`config.mk`:
```
export PLATFORM = sky130hd
export DESIGN_NAME = ui_param_ctrl
export DESIGN_NICKNAME = d
export VERILOG_FILES = /design/src/rtl/ui_param_ctrl.sv
export SDC_FILE = /design/constraint.sdc
export NUM_CORES = 1
export LEC_CHECK = 0
export BUFFER_PORTS_ARGS = -buffer_cell sky130_fd_sc_hd__buf_4
export CORE_MARGIN = 3
export CORE_UTILIZATION = 45
export CTS_CLUSTER_SIZE = 14
export DETAILED_ROUTE_END_ITERATION = 7
export SKIP_CTS_REPAIR_TIMING = 1
export SLEW_MARGIN = 5
export SYNTH_ARGS = -nofsm -noshare
export SYNTH_HDL_FRONTEND = slang
export SYNTH_SLANG_ARGS = --single-unit
```
`constraint.sdc`:
```
create_clock -name CLK12 -period 3.09 [get_ports CLK12]
set_clock_uncertainty 0.1 [all_clocks]
set_input_delay 0.4635 -clock CLK12 [delete_from_list [all_inputs] [get_ports CLK12]]
set_output_delay 0.4635 -clock CLK12 [all_outputs]
set_load 0.01 [all_outputs]
```
`src/rtl/ui_param_ctrl.sv`:
```
// ui_param_ctrl: synchronised, debounced front-panel buttons edit NCH saturating parameter registers; UI_AUTOREPEAT_EN adds hold-to-repeat on up/down.
// Latency btn->params 2+DEB_CYC+1 cycles, all outputs registered; no backpressure, every accepted edit lands on the next edge.
module ui_param_ctrl #(
  parameter int               NCH     = 5,
  parameter int               W       = 4,
  parameter logic [NCH*W-1:0] MAXV    = {NCH{W'(2**W-1)}},
  parameter logic [NCH*W-1:0] INIT    = '0,
  parameter int               DEB_CYC = 120000,
  parameter int               REP_DLY = 6000000,
  parameter int               REP_PER = 1200000
) (
  input  logic                     CLK12,
  input  logic                     rst_n,
  input  logic [3:0]               btn,
  output logic [$clog2(NCH)-1:0]   sel,
  output logic [NCH*W-1:0]         params,
  output logic                     upd,
  output logic [$clog2(NCH)-1:0]   upd_ch
);

  localparam int SW = $clog2(NCH);
  localparam int DW = $clog2(DEB_CYC) + 1;
  localparam logic [DW-1:0] DEB_LAST = DW'(DEB_CYC - 1);
  localparam logic [SW-1:0] SEL_LAST = SW'(NCH - 1);

  logic [3:0]    sync1_q;
  logic [3:0]    sync2_q;
  logic [3:0]    deb_q;
  logic [3:0]    deb_prev_q;
  logic [DW-1:0] deb_cnt_q [4];
  logic [3:0]    press;
  logic [1:0]    val_ev;

  // A level is accepted only after DEB_CYC consecutive differing samples.
  always_ff @(posedge CLK12 or negedge rst_n) begin
    if (!rst_n) begin
      sync1_q    <= '0;
      sync2_q    <= '0;
      deb_q      <= '0;
      deb_prev_q <= '0;
      for (int i = 0; i < 4; i++) deb_cnt_q[i] <= '0;
    end else begin
      sync1_q    <= btn;
      sync2_q    <= sync1_q;
      deb_prev_q <= deb_q;
      for (int i = 0; i < 4; i++) begin
        if (sync2_q[i] == deb_q[i]) begin
          deb_cnt_q[i] <= '0;
        end else if (deb_cnt_q[i] == DEB_LAST) begin
          deb_cnt_q[i] <= '0;
          deb_q[i]     <= sync2_q[i];
        end else begin
          deb_cnt_q[i] <= deb_cnt_q[i] + 1'b1;
        end
      end
    end
  end

  assign press = deb_q & ~deb_prev_q;

`ifdef UI_AUTOREPEAT_EN
  localparam int RW = $clog2((REP_DLY > REP_PER ? REP_DLY : REP_PER) + 1) + 1;
  localparam logic [RW-1:0] DLY_LOAD = RW'(REP_DLY > 0 ? REP_DLY - 1 : 0);
  localparam logic [RW-1:0] PER_LOAD = RW'(REP_PER > 0 ? REP_PER - 1 : 0);

  typedef enum logic [1:0] {RP_IDLE, RP_HELD, RP_REPEAT} rp_state_t;

  rp_state_t     rp_state_q [2];
  rp_state_t     rp_state_d [2];
  logic [RW-1:0] rp_cnt_q [2];
  logic [RW-1:0] rp_cnt_d [2];
  logic [1:0]    rp_fire;

  always_ff @(posedge CLK12 or negedge rst_n) begin
    if (!rst_n) begin
      for (int i = 0; i < 2; i++) begin
        rp_state_q[i] <= RP_IDLE;
        rp_cnt_q[i]   <= '0;
      end
    end else begin
      for (int i = 0; i < 2; i++) begin
        rp_state_q[i] <= rp_state_d[i];
        rp_cnt_q[i]   <= rp_cnt_d[i];
      end
    end
  end

  // Counter holds cycles left until the next repeat; HELD waits REP_DLY, REPEAT waits REP_PER.
  always_comb begin
    rp_state_d = rp_state_q;
    rp_cnt_d   = rp_cnt_q;
    rp_fire    = '0;
    for (int i = 0; i < 2; i++) begin
      case (rp_state_q[i])
        RP_IDLE: begin
          if (press[i]) begin
            rp_state_d[i] = RP_HELD;
            rp_cnt_d[i]   = DLY_LOAD;
          end
        end
        default: begin
          if (!deb_q[i]) begin
            rp_state_d[i] = RP_IDLE;
            rp_cnt_d[i]   = '0;
          end else if (rp_cnt_q[i] == '0) begin
            rp_fire[i]    = 1'b1;
            rp_state_d[i] = RP_REPEAT;
            rp_cnt_d[i]   = PER_LOAD;
          end else begin
            rp_cnt_d[i] = rp_cnt_q[i] - 1'b1;
          end
        end
      endcase
    end
  end

  assign val_ev = press[1:0] | rp_fire;
`else
  logic unused_rep_cfg;
  assign unused_rep_cfg = (REP_DLY > REP_PER);
  assign val_ev = press[1:0];
`endif

  logic [NCH*W-1:0] params_q;
  logic [NCH*W-1:0] params_d;
  logic [SW-1:0]    sel_q;
  logic [SW-1:0]    sel_d;
  logic             upd_q;
  logic             upd_d;
  logic [SW-1:0]    upd_ch_q;
  logic             inc_ev;
  logic             dec_ev;
  logic             nxt_ev;
  logic             prv_ev;
  logic [W-1:0]     cur_val;
  logic [W-1:0]     cur_max;
  int               sel_base;

  // Opposing events in the same cycle cancel; the edit always targets the pre-move channel.
  always_comb begin
    inc_ev   = val_ev[0] & ~val_ev[1];
    dec_ev   = val_ev[1] & ~val_ev[0];
    nxt_ev   = press[2] & ~press[3];
    prv_ev   = press[3] & ~press[2];
    sel_base = int'(sel_q) * W;
    cur_val  = params_q[sel_base +: W];
    cur_max  = MAXV[sel_base +: W];
    params_d = params_q;
    upd_d    = 1'b0;
    sel_d    = sel_q;
    if (inc_ev && (cur_val < cur_max)) begin
      params_d[sel_base +: W] = cur_val + 1'b1;
      upd_d = 1'b1;
    end else if (dec_ev && (cur_val != '0)) begin
      params_d[sel_base +: W] = cur_val - 1'b1;
      upd_d = 1'b1;
    end
    if (nxt_ev) begin
      sel_d = (sel_q == SEL_LAST) ? '0 : sel_q + 1'b1;
    end else if (prv_ev) begin
      sel_d = (sel_q == '0) ? SEL_LAST : sel_q - 1'b1;
    end
  end

  always_ff @(posedge CLK12 or negedge rst_n) begin
    if (!rst_n) begin
      params_q <= INIT;
      sel_q    <= '0;
      upd_q    <= 1'b0;
      upd_ch_q <= '0;
    end else begin
      params_q <= params_d;
      sel_q    <= sel_d;
      upd_q    <= upd_d;
      if (upd_d) upd_ch_q <= sel_q;
    end
  end

  assign params = params_q;
  assign sel    = sel_q;
  assign upd    = upd_q;
  assign upd_ch = upd_ch_q;

endmodule

```
==> metrics.csv <==
stage;metric;value;unit
outcome;status;finished, final reports clean;
synth;Synth area leaders;dfrtp_1 (52%), xor2_1 (7.0%), nor2_1 (5.5%), xnor2_1 (3.5%), ha_1 (3.4%);
critical_path;CP Data Required Time;3.28;ns
global_routing;total gr overflow;0;
global_routing;met2 Use GR;0.259;
clocking;latest clock arrival within the worst-skew pair;0.41;ns
global_routing;GRT Overall Usage;0.168;
global_routing;vias in the first global route;3732;
layout;n_diodes;0;
timing;final setup violation count;0;
drt;initial DRC count;207;
critical_path;Worst EP arrival;3.16;ns
synth;Yosys reg bits;115;
synth;Mapped Cells;503;
global_routing;antenna violations before repair;0;
critical_path;Setup crit end;upd_ch[2];
global_routing;met3 Usage GRT;0.0539;
synth;synthesized cell area;5500;um2
layout;Layout area overhead;20.0;%
clocking;CTS tree;yes;
job;max_cap viols;0;
layout;proportion of layout cells with a drive suffix above 1;0.178;
critical_path;worst-case reg-to-reg path depth;10;
clocking;clk slew on worst S/H paths;0.05;ns
layout;final std cells w/o fill;709;
synth;Post-synth ARST share;1.00;
clocking;clock sinks;115;
global_routing;largest net degree at the start of global routing;116;
power_and_ir_drop;P per Cell Area;514;nW/um2
drt;DR WL/cell;14.8;um
layout;post-layout util;0.566;
timing;Worst slew margin;0.507;
critical_path;Worst Setup End Kind;flip-flop;
placement;Routability Congestion;0.798;
synth;Syn Area/Cell;10.9;um2
drt;TritonRoute pass-1 iters;4;
critical_path;worst r2r dst;upd_ch[2];
critical_path;CP max FO;8;
synth;post-synth top area cell;dfrtp_1;
critical_path;Crit. Startpoint;sel[1];
critical_path;reg2reg start;sel[1];
drt;post-route ant nets;0;
synth;Mapped Nets;524;
layout;commonest non-fill, non-tap cell in the layout;dfrtp_1;
timing;Worst Max-Slew Pin Slew;0.735;ns
drt;residual DRC count;0;
critical_path;Crit Path Category;reg -> reg;
timing;final worst-path cycle share;0.962;
critical_path;Worst Setup Start Kind;flip-flop;
worst_hold_path;Hold Crit Class;in -> async;
placement;Cell Count Post-Placement;677;
timing;Peak Freq;337;MHz
timing;Fin. Hold Viols;0;
timing;min cycle time layout;2.97;ns
global_routing;met1 usage;0.219;
floorplan;starting density of the core;0.472;
layout;Final Cell Area;6600;um2
floorplan;Die ar.;13600;um2
floorplan;Core Area;11700;um2
clocking;Num CTS Buffers;17;
synth;number of synthesized flops with an enable pin;0;
timing;worst setup margin;0.119;ns
synth;Ys Warns;0;
synth;post-synth top area share;0.523;
placement;Buffers on Ports;32;
placement;Place WS;-0.130;ns
clocking;CTS H-tree lvls;4;
timing;Final TNS setup;0;ns
floorplan;row cnt;39;
power_and_ir_drop;P_leak;3.15;nW
floorplan;die width;117;um
layout;commonest cells after routing, fill and taps aside;dfrtp_1 (113), nor2_1 (80), xor2_1 (43), buf_4 (43), nand3_1 (33);
global_routing;busiest layer in global routing;met2;
timing;final slew viol count;0;
placement;Placed Area;5950;um2
clocking;Max clock buf depth;2;
layout;nets;575;
synth;Yosys cell types;46;
placement;DP HPWL;6.98;mm
floorplan;Die Y;117;um
timing;WHS;0.0448;ns
drt;Routed WL;10.5;mm
floorplan;# IOs;33;
synth;ys flop type;dfrtp_1;
power_and_ir_drop;Final Power;3.39;mW
power_and_ir_drop;VDD IR-drop max;0.362;mV
critical_path;r2r setup slk;0.12;ns
global_routing;first-pass GRT wire length;17.7;mm
synth;sequential area share after synthesis;0.523;
drt;via count;3756;
drt;vias per cell;5.30;
clocking;clk root buf;clkbuf_16;
==> layer usage <==
| metal | vias up | wire length (um) |
|---|---|---|
| met1 | 1828 | 5020 |
| li1 | 1843 | - |
| met5 | - | 0 |
| met2 | 66 | 4870 |
| met4 | 0 | 197 |
| met3 | 19 | 413 |
==> logic make-up (layout without fill, tap and decap cells) <==
logic type / Yosys count / in the layout / synth area share
xor+xnor: 66 / 66 / 0.105
compound gates: 35 / 35 / 0.0446
mux: 37 / 37 / 0.0735
flops: 115 / 115 / 0.523
fa+ha+maj: 15 / 15 / 0.0341
simple gates: 210 / 210 / 0.199
buf+inv: 25 / 88 / 0.0207
==> worst min-delay path by stage <==
stage	from	endpoint	cells after the start
after detailed placement	sync1_q[3]	sync2_q[3]	0
final	rst_n	params[17]	2
after global routing	btn[3]	sync1_q[3]	1
after global placement	sync1_q[1]	sync2_q[1]	0
after floorplan	rst_n	asynchronous set/reset pin	0
after CTS	btn[2]	sync1_q[2]	1
==> layout make-up <==
cell class              count  area, um2
flip-flops and latches    115       2880
multi-input cells         363       2610
repair buffers             44        343
fillers                   970       5060
clock buffers              28        527
inverters                  13       48.8
clock inverters             3       18.8
well taps                 143        179
==> worst max-delay path, stage by stage, from the launching register on <==
cell and delay [ns]:
dfrtp_2 0.47, inv_1 0.12, ha_2 0.22, inv_1 0.05, ha_1 0.25, ha_1 0.35, a2111oi_4 0.36, o21ai_4 0.16
o21ai_4 0.21, buf_4 0.23, mux2_2 0.33
==> state kept, by name, summed over array words and instances (netlist names), named ones only <==
name        flops
sync2_q         4
deb_prev_q      4
deb_cnt_q      72
sel             3
upd             1
upd_ch          3
params         15
sync1_q         4
deb_q           4
==> Yosys cell counts (2+ instances only) <==
| cell | n |
|---|---|
| nand2_1 | 22 |
| nand3_1 | 33 |
| a21oi_1 | 7 |
| xnor2_1 | 22 |
| o21ai_1 | 4 |
| a211oi_1 | 2 |
| clkbuf_1 | 3 |
| nand2b_1 | 3 |
| nor2b_1 | 4 |
| inv_1 | 12 |
| nor3b_1 | 3 |
| nand4_2 | 3 |
| a2111oi_0 | 2 |
| or2_2 | 2 |
| buf_2 | 7 |
| and4_1 | 6 |
| mux2_2 | 12 |
| and3_1 | 15 |
| dfrtp_1 | 115 |
| nor2_1 | 80 |
| ha_1 | 15 |
| mux2i_1 | 10 |
| mux2_1 | 15 |
| nand4_1 | 9 |
| or3_1 | 6 |
| o21ai_0 | 12 |
| nand3b_1 | 3 |
| nor3_1 | 8 |
| nand4b_2 | 2 |
| xor2_1 | 44 |
| nor4b_1 | 7 |
==> report_power, final <==
| part | internal (mW) | switching (mW) |
|---|---|---|
| Combinational | 0.0222 | 0.0543 |
| Sequential | 1.53 | 0.0165 |
| Clock | 1.14 | 0.628 |
Note: power is estimated with default switching activity, not from simulation.
